### config.mk
export PLATFORM = sky130hd
export DESIGN_NAME = mux_arb_reg
export DESIGN_NICKNAME = d
export VERILOG_FILES = /design/src/rtl/mux_arb_pkg.sv /design/src/rtl/mux_arb_reg_rr_grant.sv /design/src/rtl/mux_arb_reg.sv
export SDC_FILE = /design/constraint.sdc
export NUM_CORES = 1
export LEC_CHECK = 0
export CAP_MARGIN = 20
export CORE_AREA = 3 3 227 229
export CTS_CLUSTER_DIAMETER = 60
export DETAILED_ROUTE_END_ITERATION = 10
export DIE_AREA = 0 0 230 232
export PLACE_DENSITY = 0.49
export REMOVE_ABC_BUFFERS = 1
export SLEW_MARGIN = 20
export SYNTH_ARGS = -nofsm -noshare
export SYNTH_HDL_FRONTEND = slang
export SYNTH_SLANG_ARGS = --single-unit
### constraint.sdc
create_clock -name clk -period 3.6 [get_ports clk]
set_input_delay 0.54 -clock clk [delete_from_list [all_inputs] [get_ports clk]]
set_output_delay 0.54 -clock clk [all_outputs]
set_load 0.01 [all_outputs]
### src/rtl/mux_arb_pkg.sv
// Shared constants for the mux_arb_reg selector: mode encodings and default sizing.
package mux_arb_pkg;

    localparam logic MODE_FIXED = 1'b0;
    localparam logic MODE_RR    = 1'b1;

    localparam int DEF_WIDTH = 32;
    localparam int DEF_N     = 16;

endpackage

### src/rtl/mux_arb_reg_rr_grant.sv
// rr_grant: rotating priority encoder. The first requester at or after ptr wins, wrapping modulo N.
module rr_grant
    import mux_arb_pkg::*;
#(
    parameter int N = DEF_N
) (
    input  logic [N-1:0]         req,
    input  logic [$clog2(N)-1:0] ptr,
    output logic [$clog2(N)-1:0] grant,
    output logic                 grant_valid
);

    localparam int SEL_W = $clog2(N);

    int idx_s;

    // Scan offsets from far to near so the requester nearest to ptr is written last and wins.
    always_comb begin
        grant       = '0;
        grant_valid = 1'b0;
        idx_s       = 0;
        for (int k = N - 1; k >= 0; k--) begin
            idx_s = int'(ptr) + k;
            // The wrap is explicit because N need not be a power of two.
            if (idx_s >= N) begin
                idx_s = idx_s - N;
            end else begin
                idx_s = idx_s;
            end
            if (req[idx_s[SEL_W-1:0]]) begin
                grant       = idx_s[SEL_W-1:0];
                grant_valid = 1'b1;
            end else begin
                grant_valid = grant_valid;
            end
        end
    end

endmodule

### src/rtl/mux_arb_reg.sv
// mux_arb_reg: N-to-1 valid/ready selector with a registered output stage.
// Round-robin mode is compiled in only when MUX_ARB_RR_EN is defined; otherwise mode is ignored.
module mux_arb_reg
    import mux_arb_pkg::*;
#(
    parameter int WIDTH = DEF_WIDTH,
    parameter int N     = DEF_N
) (
    input  logic                   clk,
    input  logic                   reset_n,
    input  logic                   mode,
    input  logic [$clog2(N)-1:0]   sel,
    input  logic [N*WIDTH-1:0]     in_data,
    input  logic [N-1:0]           in_valid,
    output logic [N-1:0]           in_ready,
    output logic [WIDTH-1:0]       out_data,
    output logic [$clog2(N)-1:0]   out_chan,
    output logic                   out_valid,
    input  logic                   out_ready
);

    localparam int SEL_W = $clog2(N);

    logic [WIDTH-1:0] chan_data_s [N];
    logic             free_s;
    logic             sel_ok_s;
    logic             fix_valid_s;
    logic [SEL_W-1:0] grant_s;
    logic             grant_valid_s;
    logic             xfer_s;
    logic [WIDTH-1:0] out_data_r;
    logic [SEL_W-1:0] out_chan_r;
    logic             out_valid_r;

    for (genvar i = 0; i < N; i++) begin : g_unpack
        assign chan_data_s[i] = in_data[i*WIDTH +: WIDTH];
    end

    assign free_s = !out_valid_r || out_ready;

    // Fixed-select candidate; an out-of-range sel never grants.
    always_comb begin
        sel_ok_s    = (32'(sel) < 32'(N));
        fix_valid_s = 1'b0;
        if (sel_ok_s) begin
            fix_valid_s = in_valid[sel];
        end else begin
            fix_valid_s = 1'b0;
        end
    end

`ifdef MUX_ARB_RR_EN
    logic [SEL_W-1:0] ptr_r;
    logic [SEL_W-1:0] rr_grant_s;
    logic             rr_valid_s;
    logic             mode_rr_s;

    rr_grant #(.N(N)) u_rr_grant (
        .req         (in_valid),
        .ptr         (ptr_r),
        .grant       (rr_grant_s),
        .grant_valid (rr_valid_s)
    );

    assign mode_rr_s = (mode == MODE_RR);

    // Grant source follows mode in the same cycle.
    always_comb begin
        grant_s       = '0;
        grant_valid_s = 1'b0;
        if (mode_rr_s) begin
            grant_s       = rr_grant_s;
            grant_valid_s = rr_valid_s;
        end else begin
            grant_s       = sel;
            grant_valid_s = fix_valid_s;
        end
    end

    // Pointer moves past the winner only on round-robin transfers; kept across mode changes.
    always_ff @(posedge clk) begin
        if (!reset_n) begin
            ptr_r <= '0;
        end else if (xfer_s && mode_rr_s) begin
            if (grant_s == SEL_W'(N - 1)) begin
                ptr_r <= '0;
            end else begin
                ptr_r <= grant_s + 1'b1;
            end
        end else begin
            ptr_r <= ptr_r;
        end
    end
`else
    logic unused_mode_s;
    assign unused_mode_s = mode;

    // Without round-robin support the block is always a fixed selector.
    always_comb begin
        grant_s       = sel;
        grant_valid_s = fix_valid_s;
    end
`endif

    assign xfer_s = grant_valid_s && free_s && reset_n;

    // Only the granted channel sees ready, and nothing is ready while held in reset.
    always_comb begin
        in_ready = '0;
        if (grant_valid_s && reset_n) begin
            in_ready[grant_s] = free_s;
        end else begin
            in_ready = '0;
        end
    end

    // Output stage: load on transfer, drain when free and idle, otherwise hold.
    always_ff @(posedge clk) begin
        if (!reset_n) begin
            out_data_r  <= '0;
            out_chan_r  <= '0;
            out_valid_r <= 1'b0;
        end else if (xfer_s) begin
            out_data_r  <= chan_data_s[grant_s];
            out_chan_r  <= grant_s;
            out_valid_r <= 1'b1;
        end else if (free_s) begin
            out_valid_r <= 1'b0;
        end else begin
            out_valid_r <= out_valid_r;
        end
    end

    assign out_data  = out_data_r;
    assign out_chan  = out_chan_r;
    assign out_valid = out_valid_r;

endmodule

==> qor.yml <==
critical_path:
  worst-setup-path-type: "primary input to output port"
  crit_fanout: 4
  type_of_element_launching_the_critical_path: "primary input"
  cp_data_required_time_ns: 3.06
  timing.critical_path.to_type: "output port"
  critical_path_arrival_ns: 3.01
floorplan:
  dieArea_um2: 53400
  i_o_pin_count: 589
  core-area_um2: 49900
  dieHeight_um: 232
  die_w_um: 230
  initial_utilization_pct: 11.0
  placement_rows: 82
global_routing:
  antenna_found_initial: 3
  grt_pass1_vias: 7886
  grt_start_max_net_pins: 113
  grt_pass1_wl_um: 52000
  grt_remaining_overflow: 0
  groute.usage.overall_pct: 13.4
finish:
  flow.area_growth_from_synthesis_pct: 126
  drive_above_1_share_pct: 16.9
  layout.cell_area.non_filler_um2: 12400
  final_net_count: 1579
  most-common-layout-cells: "582 x sky130_fd_sc_hd__clkdlybuf4s50_1, 128 x sky130_fd_sc_hd__mux4_2, 66 x sky130_fd_sc_hd__a22oi_1, 38 x sky130_fd_sc_hd__nand2_1, 38 x sky130_fd_sc_hd__o21ai_0"
  post_layout_nonfiller_instances: 1718
  nFillCells: 5387
  final_util_pct: 24.8
  layout.cells.most_common: "sky130_fd_sc_hd__clkdlybuf4s50_1"
clocking:
  cts_setup_buffers: 0
  path_clk_slew_ns: 0.06
  clock-root-buffer: "sky130_fd_sc_hd__clkbuf_16"
  cts_max_path_buffers: 2
  clock_tree.htree_level_count: 2
  postCtsHoldBufs: 0
  cts_tree: "built"
  cts_buffers: 5
  cts_sinks: 37
  clk-insertion-delay-late_ns: 0.32
placed_design:
  placer_s_final_routability_congestion_estimate: 0.885
  instance_count_after_placement_with_tap_cells_included: 1708
  hpwlAfterDp_um: 31100
  placed_cell_area_um2: 12200
  placement.io_buffers: 587
  detailedPlace.worstSlack_ns: -0.0149
route:
  viasPerCell: 4.11
  initialDrtViolationCount: 283
  final_antenna_net_count: 0
  routedWlPerCell_um: 21.8
  wirelength_um: 37400
  detail_route.first_pass.iterations: 4
  drc_violations_left: 0
  routed_via_count: 7065
outcome:
  status: "completed"
pwr:
  power_mw: 2.36
  peakVddDrop_v: 0.000218
  pwr_density_cell_nw_per_um2: 190
  leakage_nw: 4.19
job:
  maxCapViolCount: 0
logic_synthesis:
  post_synth.cell_area_avg_um2: 11.2
  yosys.area.top_type: "sky130_fd_sc_hd__mux4_2"
  synth_top_cell_area_share_pct: 52.6
  cell_area_after_synthesis_um2: 5480
  yosys_warnings: 0
  count_of_unique_library_cells_instantiated_by_yosys: 27
  yosys-top-cells-area: "sky130_fd_sc_hd__mux4_2 53%, sky130_fd_sc_hd__dfxtp_1 14%, sky130_fd_sc_hd__a22oi_1 9.0%"
  ys_ff_latch: 37
  yosysSeqAreaShare_pct: 13.5
  synth_cells: 488
timing:
  fin_setup_tns_ns: 0
  hold_ws_ns: 0.458
  slew_headroom_pct: 53.6
  timing.clock.skew_ns: 0.00995
  finalCritPeriodShare_pct: 98.7
  number_of_setup_violations_in_the_final_report: 0
  grt_setup_unrepaired: "false"
  setup_slack_ns: 0.0467
  tightestPinTransition_ns: 0.696
  min_period_ns: 3.55
  hold_violations: 0
  finalMaxSlewViolations: 0
  fmaxAchievable_mhz: 281
worst_hold_path:
  worstHoldPathType: "flop to flop"
## power breakdown
group | internal [mW] | total [mW] | switching [mW]
logic | 0.885 | 1.32 | 0.438
clock network | 0.347 | 0.573 | 0.226
registers | 0.442 | 0.459 | 0.0169
## critical path, cell delays in order
cell and delay (ns):
sky130_fd_sc_hd__clkdlybuf4s50_1 0.56, sky130_fd_sc_hd__mux2i_1 0.11, sky130_fd_sc_hd__a22o_1 0.27, sky130_fd_sc_hd__or4_4 0.50, sky130_fd_sc_hd__or3_4 0.38, sky130_fd_sc_hd__nor2_1 0.11
sky130_fd_sc_hd__clkdlybuf4s50_1 0.55
## routing by layer
metal / vias to the layer above / wire, um / global-route usage [%]
met3: 35 / 3080 / 3.47
met5: - / 13 / 0
met2: 388 / 18400 / 23.2
met1: 3472 / 15000 / 16.1
li1: 3168 / - / -
met4: 2 / 1020 / 4.72
## cells by family after synthesis
kind of cell / synth area share, %
AOI/OAI and AO/OA: 17.6
buffers and inverters: 5.21
DFF: 13.5
muxes: 54.1
and+or+nand+nor: 9.66
## timing repair
action                     in CTS  in global routing
hold endpoints to repair        0                  0
gates resized for setup         1                  1
setup endpoints to repair       3                  1
## synthesized netlist by cell type, drive strengths merged
master / count
mux4: 128
a22oi: 66
clkbuf: 41
nand2: 38
o21ai: 38
dfxtp: 37
nand3: 34
a21boi: 33
buf: 25
nor2: 14
mux2i: 8
nor2b: 5
nor3: 5
nand2b: 3
a22o: 2
and2: 2
and3: 2
nand3b: 2
a21oi: 1
a31oi: 1
nor4: 1
or3: 1
or4: 1
## registers in the layout (all words and copies together) (netlist names)
name       cells
out_chan       4
out_valid      1
out_data      32
## final cells by class
type / instances / area, um^2 / share of cell area, %
clock buffers: 6 / 139 / 1.12
clock inverters: 2 / 37.5 / 0.303
well taps: 672 / 841 / 6.79
repair buffers: 614 / 6130 / 49.5
multi-input cells: 385 / 4480 / 36.2
diodes: 2 / 5.00 / 0.0404
flip-flops and latches: 37 / 741 / 5.98
## worst paths after layout
check	from	endpoint	slack (ns)	depth (start not counted)
setup / recovery	in_valid[4]	in_ready[2]	0.05	7
hold / removal	out_chan[1]$_SDFFE_PN0P_	out_chan[1]$_SDFFE_PN0P_	0.46	2
setup reg to reg	out_valid$_SDFFE_PN0P_	out_data[15]$_SDFFE_PN0P_	1.79	6
hold reg to reg	out_chan[1]$_SDFFE_PN0P_	out_chan[1]$_SDFFE_PN0P_	0.46	2
(Power assumes the default switching activity.)
